**config.mk**
```make
export PLATFORM = sky130hd
export DESIGN_NAME = equiv_check_sequencer
export DESIGN_NICKNAME = d
export VERILOG_FILES = /design/src/rtl/equiv_check_sequencer_pkg.sv /design/src/rtl/equiv_check_sequencer_settle_timer.sv /design/src/rtl/equiv_check_sequencer.sv
export SDC_FILE = /design/constraint.sdc
export NUM_CORES = 1
export LEC_CHECK = 0
export BUFFER_PORTS_ARGS = -buffer_cell sky130_fd_sc_hd__buf_2
export CAP_MARGIN = 0
export CORE_MARGIN = 4
export CORE_UTILIZATION = 47
export DETAILED_ROUTE_END_ITERATION = 10
export PLACE_DENSITY = 0.7
export SLEW_MARGIN = 20
export SYNTH_ARGS = -nofsm -noshare
export SYNTH_HDL_FRONTEND = slang
export SYNTH_SLANG_ARGS = --single-unit
export TNS_END_PERCENT = 1
```
**constraint.sdc**
```tcl
create_clock -name clk -period 1.8 [get_ports clk]
set_input_delay 0.09 -clock clk [delete_from_list [all_inputs] [get_ports clk]]
set_output_delay 0.09 -clock clk [all_outputs]
set_load 0.01 [all_outputs]
```
**src/rtl/equiv_check_sequencer_pkg.sv**
```systemverilog
// -----------------------------------------------------------------------------
// equiv_pkg
//   Shared definitions for the equivalence-check sequencer:
//   - state_t    : FSM state encoding (IDLE, SETTLE, CHECK, DONE)
//   - NVEC       : number of vectors for the default input width
//   - range limits for N_IN and SETTLE_CYC
//   - nvec_of()  : number of vectors for a given input width
// -----------------------------------------------------------------------------
package equiv_pkg;

   typedef enum logic [1:0] {
      IDLE   = 2'd0,
      SETTLE = 2'd1,
      CHECK  = 2'd2,
      DONE   = 2'd3
   } state_t;

   localparam int N_IN_DEFAULT = 2;
   localparam int NVEC         = 1 << N_IN_DEFAULT;

   localparam int N_IN_MIN     = 1;
   localparam int N_IN_MAX     = 8;
   localparam int SETTLE_MIN   = 0;
   localparam int SETTLE_MAX   = 15;

   function automatic int nvec_of(input int n);
      return 1 << n;
   endfunction

endpackage

```
**src/rtl/equiv_check_sequencer_settle_timer.sv**
```systemverilog
// -----------------------------------------------------------------------------
// settle_timer
//   4-bit load/decrement counter. Loading takes priority; otherwise the count
//   decrements until it reaches zero and then rests there.
// Ports
//   clk     in  1  rising-edge clock
//   reset   in  1  asynchronous active-high reset (count -> 0)
//   load    in  1  load val into the counter at the next edge
//   val     in  4  value to load
//   expired out 1  count is zero
// -----------------------------------------------------------------------------
module settle_timer (
   input  logic       clk,
   input  logic       reset,
   input  logic       load,
   input  logic [3:0] val,
   output logic       expired
);

   logic [3:0] count;

   always_ff @(posedge clk or posedge reset) begin
      if (reset) begin
         count <= 4'd0;
      end else if (load) begin
         count <= val;
      end else if (count != 4'd0) begin
         count <= count - 4'd1;
      end
   end

   assign expired = (count == 4'd0);

endmodule

```
**src/rtl/equiv_check_sequencer.sv**
```systemverilog
// -----------------------------------------------------------------------------
// equiv_check_sequencer
//   Sweeps every input vector 0..2^N_IN-1 onto two implementations of the same
//   function, waits SETTLE_CYC cycles per vector, then compares res_a/res_b.
//   Reports mismatch count, lowest failing vector and pass/fail.
//
// Handshake: start/abort are levels. start is only looked at in IDLE or DONE;
//   abort cancels a running sweep and, in IDLE/DONE, overrides start.
//
// Parameters
//   N_IN        number of function inputs (1..8)
//   SETTLE_CYC  wait cycles between driving x_out and sampling results (0..15)
// Ports
//   clk, reset        clock, asynchronous active-high reset
//   start, abort      sweep control levels
//   res_a, res_b      outputs of the two implementations
//   x_out             vector driven to both implementations
//   busy              SETTLE or CHECK
//   done              DONE state; held until next start or reset
//   pass              done with zero mismatches
//   mismatch_cnt      mismatching vectors in the last sweep
//   first_fail_vec    lowest mismatching vector
//   first_fail_valid  first_fail_vec is meaningful
//   fsm_state         current FSM state (debug)
// -----------------------------------------------------------------------------
module equiv_check_sequencer
   import equiv_pkg::*;
#(
   parameter int N_IN       = 2,
   parameter int SETTLE_CYC = 1
) (
   input  logic            clk,
   input  logic            reset,
   input  logic            start,
   input  logic            abort,
   input  logic            res_a,
   input  logic            res_b,
   output logic [N_IN-1:0] x_out,
   output logic            busy,
   output logic            done,
   output logic            pass,
   output logic [N_IN:0]   mismatch_cnt,
   output logic [N_IN-1:0] first_fail_vec,
   output logic            first_fail_valid,
   output state_t          fsm_state
);

   localparam int              NV         = nvec_of(N_IN);
   localparam logic [N_IN-1:0] LAST_VEC   = N_IN'(NV - 1);
   // SETTLE occupies exactly SETTLE_CYC cycles, so the timer is loaded with
   // one less; with SETTLE_CYC==0 SETTLE is skipped entirely.
   localparam logic [3:0]      LOAD_VAL   = (SETTLE_CYC == 0) ? 4'd0 : 4'(SETTLE_CYC - 1);
   localparam state_t          AFTER_LOAD = (SETTLE_CYC == 0) ? CHECK : SETTLE;

   state_t state, state_n;
   logic   start_sweep;
   logic   check_en;
   logic   timer_load;
   logic   expired;
   logic   mismatch;

   settle_timer u_timer (
      .clk     (clk),
      .reset   (reset),
      .load    (timer_load),
      .val     (LOAD_VAL),
      .expired (expired)
   );

   assign mismatch = res_a ^ res_b;

   always_ff @(posedge clk or posedge reset) begin
      if (reset) begin
         state <= IDLE;
      end else begin
         state <= state_n;
      end
   end

   always_comb begin
      state_n     = state;
      start_sweep = 1'b0;
      check_en    = 1'b0;
      timer_load  = 1'b0;
      case (state)
         IDLE, DONE: begin
            if (start && abort) begin
               state_n = IDLE;
            end else if (start) begin
               start_sweep = 1'b1;
               timer_load  = 1'b1;
               state_n     = AFTER_LOAD;
            end
         end
         SETTLE: begin
            if (abort) begin
               state_n = IDLE;
            end else if (expired) begin
               state_n = CHECK;
            end
         end
         CHECK: begin
            if (abort) begin
               state_n = IDLE;
            end else begin
               check_en = 1'b1;
               if (x_out != LAST_VEC) begin
                  timer_load = 1'b1;
                  state_n    = AFTER_LOAD;
               end else begin
                  state_n = DONE;
               end
            end
         end
         default: state_n = IDLE;
      endcase
   end

   // Vector register and result accumulation. On abort none of these are
   // touched, so partial results remain visible.
   always_ff @(posedge clk or posedge reset) begin
      if (reset) begin
         x_out            <= '0;
         mismatch_cnt     <= '0;
         first_fail_vec   <= '0;
         first_fail_valid <= 1'b0;
      end else if (start_sweep) begin
         x_out            <= '0;
         mismatch_cnt     <= '0;
         first_fail_vec   <= '0;
         first_fail_valid <= 1'b0;
      end else if (check_en) begin
         if (mismatch) begin
            mismatch_cnt <= mismatch_cnt + (N_IN+1)'(1);
            if (!first_fail_valid) begin
               first_fail_vec   <= x_out;
               first_fail_valid <= 1'b1;
            end
         end
         // The last vector ends the sweep; x_out never wraps.
         if (x_out != LAST_VEC) begin
            x_out <= x_out + N_IN'(1);
         end
      end
   end

   assign busy      = (state == SETTLE) || (state == CHECK);
   assign done      = (state == DONE);
   assign pass      = done && (mismatch_cnt == '0);
   assign fsm_state = state;

endmodule

```
==> reports/qor.txt, run 1 <==
CTS tree: yes
DR vias: 678
placement-stage cell area: 986 sq um
post-synth top area share: 40.0%
# nets final: 125
setup ws final: 0.108 ns
clock tree sinks: 14
RD Place Congestion: 0.846
Slew headroom: 63.2%
RSZ-0062 raised after global routing: no
FP Rows: 15
H-tree depth: 1
most used routing layer: met1
clock share of power: 17.6%
fraction of layout cells with a size suffix above 1: 28.2%
first-pass GRT wire length: 2940 microns
number of buffers added on ports: 18
Yosys warning count: 0
fin cells: 135
most common cell after layout, fill and taps aside: buf_2
final total power: 1.31 mW
worst slack at placement: 0.0760 ns
met3 GRT Util: 3.50%
global-route usage over all layers: 14.8%
ANT nets after route: 0
Worst EP required: 1.98 ns
ys flop type: dfrtp_1
WL/cell: 12.1 microns
async set-reset flop share out of synthesis: 100%
Final period util: 94.0%
initial antenna violation count: 0
largest cells by area after synthesis: dfrtp_1 40%, ha_1 11%, inv_1 3.9%
P_sw: 0.499 mW
top cell type by total area after synthesis: dfrtp_1
initial DRC count: 24
Crit path arrival time: 1.88 ns
first drt pass iteration count: 4
WL final: 1630 microns
hold_ws: 0.0991 ns
Int Pwr: 0.813 mW
Core Util, Final: 59.3%
design area: 0.00103 sq mm
detailed placer's ending HPWL: 1220 microns
critical setup path kind: register to register
commonest non-fill, non-tap cells in the layout: 18 x buf_2, 14 x dfrtp_1, 9 x inv_1, 8 x nor2_1, 8 x ha_1
clk_lat worst skew: 0.28 ns
TritonCTS Buffers: 3
Die Span X: 51.2 microns
Initial Utilization: 50.2%
vias in the first global route: 642
status: complete, no violations
Inserted Diodes: 0
Hold WC Path Type: primary input to register
Peak VDD IR: 674 uV
Final Skew: 0.00259 ns
core box area: 0.00175 sq mm
count of cell types in the netlist: 31
Power per Cell Area: 1270 mW/mm^2
Logic pwr share: 45.5%
largest net degree at the start of global routing: 15
Mapped Cells: 87
Max clock buf depth: 2
max-cap violation count: 0
Avg Cell Area, Syn: 10.1 sq um
Seq/Total Area, Yosys: 40.0%
final setup fails: 0
clock-pin slew on the worst setup and hold paths: 0.09 ns
Via density: 5.02
Ports: 19
CP Capture Type: register
#FFs+latches synth: 14
Sequential Power Share: 36.9%
DRC violations left: 0
Inst Count DP: 130
post-CTS setup buffers: 0
Cell Area, Synth: 876 sq um
Static Leak: 0.524 nW
Final Max Slew Viols: 0
GR Layer Usage met2: 20.6%
min Tclk post-route: 1.69 ns
Switching Fraction: 38.0%
Die Area: 0.00262 sq mm
CTS Root Cell: clkbuf_4
crit-path max FO: 6
GR Util met1: 21.9%
FMAX: 591 MHz
P&R area growth vs syn: 18.1%
die outline height: 51.2 microns
post-synth net total: 101
worst slew pin tran: 0.551 ns
gr ovfl total: 0
element type at the critical path start: register
Final Hold Fails: 0
Post-synth EDFFs: 0
setup tns final: 0 ns
[cell families after synthesis]
kind of cell,count (synthesis),synth area share [%]
AND/OR/NAND/NOR,29,19.0
AO/OA/AOI/OAI,17,13.9
flip-flops,14,40.0
buffers and inverters,12,7.71
adder cells (fa/ha/maj),8,11.4
multiplexers,5,6.00
XOR/XNOR,2,2.00
[flip-flops by register name (all words and copies together) (netlist names)]
register and cells:
u_timer.count 4, first_fail_valid 1, fsm_state 2, first_fail_vec 2, x_out 2, mismatch_cnt 3
[critical path, stage by stage, from the launching register on]
cell	delay [ns]
dfrtp_1	0.41
inv_1	0.07
ha_1	0.19
or3b_4	0.43
a2111o_1	0.42
o311ai_1	0.08
[cells in the mapped netlist (2+ instances only)]
cell type / n
nor3_1: 2
inv_1: 9
nand2b_1: 2
nor2_1: 8
a211oi_1: 3
ha_1: 8
dfrtp_1: 14
mux2_2: 2
xnor2_1: 2
nand2_1: 7
or3b_2: 2
buf_6: 3
a21oi_1: 4
mux2i_1: 3
o21ai_0: 2
[layer usage]
layer	share of wire, %	up-vias
li1	-	349
met1	51	305
met2	41	20
met3	6.1	4
met4	1.7	0
met5	0	-
[cell type report]
cell class | count | area [sq um]
clock buffers | 4 | 36.3
well taps | 25 | 31.3
inverters | 9 | 33.8
multi-input cells | 61 | 460
flip-flops and latches | 14 | 350
repair buffers | 22 | 123
fillers | 157 | 711
[power groups by stage]
stage	logic, mW	clock network (mW)	registers [mW]
floorplan	0.417	0	0.496
global placement	0.578	0	0.486
detailed placement	0.588	0	0.489
CTS	0.594	0.238	0.483
global route	0.672	0.248	0.500
finish	0.597	0.231	0.484
[final timing paths]
check | cells after the start | slack (ns) | start | end
setup / recovery | 5 | 0.11 | u_timer.count[0] | fsm_state[1]
hold reg to reg | 1 | 0.52 | first_fail_valid | first_fail_valid
max in group asynchronous | 3 | 1.05 | reset | x_out[1]
hold / removal | 2 | 0.1 | start | fsm_state[1]
setup reg to reg | 5 | 0.11 | u_timer.count[0] | fsm_state[1]
min in group asynchronous | 3 | 0.38 | reset | mismatch_cnt[2]
[timing repair]
action	in CTS	in global routing
resized for setup	0	1
hold buffers	1	0
hold endpoints to repair	14	0
setup endpoints to repair	0	1
(Power assumes the default switching activity.)
==> run 2: changes to the inputs <==
--- a/config.mk
+++ b/config.mk
@@ -7,11 +7,12 @@
 export LEC_CHECK = 0
 export BUFFER_PORTS_ARGS = -buffer_cell sky130_fd_sc_hd__buf_2
 export CAP_MARGIN = 0
+export CELL_PAD_IN_SITES_DETAIL_PLACEMENT = 1
+export CELL_PAD_IN_SITES_GLOBAL_PLACEMENT = 1
 export CORE_MARGIN = 4
-export CORE_UTILIZATION = 47
+export CORE_UTILIZATION = 36
 export DETAILED_ROUTE_END_ITERATION = 10
 export PLACE_DENSITY = 0.7
-export SLEW_MARGIN = 20
 export SYNTH_ARGS = -nofsm -noshare
 export SYNTH_HDL_FRONTEND = slang
 export SYNTH_SLANG_ARGS = --single-unit
==> reports/qor.txt, run 2 (same netlist as run 1, synthesis figures left out) <==
number of buffers added on ports: 18
first drt pass iteration count: 4
# nets final: 126
biggest regs: u_timer.count: 4 flops, mismatch_cnt: 3 flops
FMAX: 584 MHz
status: complete, no violations
setup tns final: 0 ns
WL/cell: 14.5 microns
Crit path arrival time: 1.89 ns
core box area: 0.00225 sq mm
min Tclk post-route: 1.71 ns
max-cap violation count: 0
CTS tree: yes
commonest non-fill, non-tap cells in the layout: 18 x buf_2, 14 x dfrtp_1, 9 x inv_1, 8 x nor2_1, 8 x ha_1
clock-pin slew on the worst setup and hold paths: 0.09 ns
first-pass GRT wire length: 3370 microns
RSZ-0062 raised after global routing: no
vias in the first global route: 731
ANT nets after route: 0
crit-path max FO: 6
TritonCTS Buffers: 3
placement-stage cell area: 997 sq um
Final Skew: 0.00107 ns
element type at the critical path start: register
RD Place Congestion: 0.782
global-route usage over all layers: 13.6%
Static Leak: 0.529 nW
Die Span X: 57.3 microns
WL final: 2010 microns
max reg flops: 4
Via density: 5.27
Worst EP required: 1.98 ns
Inserted Diodes: 0
die outline height: 57.3 microns
H-tree depth: 1
gr ovfl total: 0
Initial Utilization: 38.8%
CP Capture Type: register
Final Max Slew Viols: 0
DRC violations left: 0
detailed placer's ending HPWL: 1570 microns
hold_ws: 0.0996 ns
Power per Cell Area: 1300 mW/mm^2
Slew headroom: 63.0%
clock tree sinks: 14
post-CTS setup buffers: 0
CTS Root Cell: clkbuf_4
fraction of layout cells with a size suffix above 1: 28.8%
Die Area: 0.00329 sq mm
Final Hold Fails: 0
Max clock buf depth: 2
critical setup path kind: register to register
Ports: 19
initial antenna violation count: 0
Hold WC Path Type: primary input to register
most common cell after layout, fill and taps aside: buf_2
DR vias: 732
largest net degree at the start of global routing: 15
final setup fails: 0
worst slew pin tran: 0.554 ns
design area: 0.00105 sq mm
Biggest register: u_timer.count
P&R area growth vs syn: 19.4%
Final period util: 95.2%
Peak VDD IR: 628 uV
clk_lat worst skew: 0.29 ns
FP Rows: 17
initial DRC count: 14
[run 2: changes by cell type in the layout (fill, tap and decap cells not counted), sizes merged]
cell / change
buf: +1
[run 2: layout make-up]
type | count | area (sq um)
Sequential cell | 14 | 350
Fill cell | 269 | 1210
Clock buffer | 4 | 36.3
Inverter | 9 | 33.8
Tap cell | 28 | 35.0
Multi-Input combinational cell | 61 | 460
Timing Repair Buffer | 23 | 130
[run 2: path summary, 6_finish.rpt]
check                              endpoint              from  cells after the start  slack [ns]
max                            fsm_state[0]  u_timer.count[0]                      5        0.09
min                            fsm_state[1]             start                      2         0.1
max reg2reg                    fsm_state[0]  u_timer.count[0]                      5        0.09
min reg2reg                first_fail_valid  first_fail_valid                      1        0.53
max in group asynchronous          x_out[0]             reset                      3        1.05
min in group asynchronous  u_timer.count[3]             reset                      3        0.38
[run 2: repair_timing]
item | CTS | global route
endpoints found under the hold margin | 14 | 0
gates resized for setup | 0 | 1
hold buffers | 1 | 0
setup endpoints to repair | 0 | 1
[run 2: per-layer routing]
metal | part of all wire (%) | global-route usage, % | wire length (microns)
met4 | 2.9 | 8.28 | 58
met3 | 5.5 | 2.26 | 111
met5 | 0 | 0 | 0
met2 | 47 | 21.2 | 944
met1 | 45 | 17.5 | 897
[run 2: report_power, final]
part | internal [mW] | leakage, nW | total, mW | switching, mW
Combinational | 0.305 | 0.320 | 0.648 | 0.343
Sequential | 0.400 | 0.188 | 0.482 | 0.0816
Clock | 0.123 | 0.0210 | 0.233 | 0.110
Total | 0.829 | 0.529 | 1.36 | 0.534
[run 2: critical path, stage by stage (launching register included)]
cell,delay [ns]
dfrtp_1,0.42
inv_1,0.07
ha_1,0.20
or3b_4,0.43
and4b_1,0.22
a211o_1,0.26
[run 2: metrics by stage]
step / total power [mW] / cells / utilization [%] / setup WS [ns]
5_1_grt: 1.48 / 139 / 46.4 / 0.00567
3_5_place_dp: 1.12 / 134 / 44.2 / 0.0885
3_3_place_gp: 1.09 / 134 / 44.2 / 0.123
6_report: 1.36 / 139 / 46.4 / 0.0872
4_1_cts: 1.37 / 139 / 46.3 / 0.0672
2_1_floorplan: 0.912 / 87 / - / 0.138
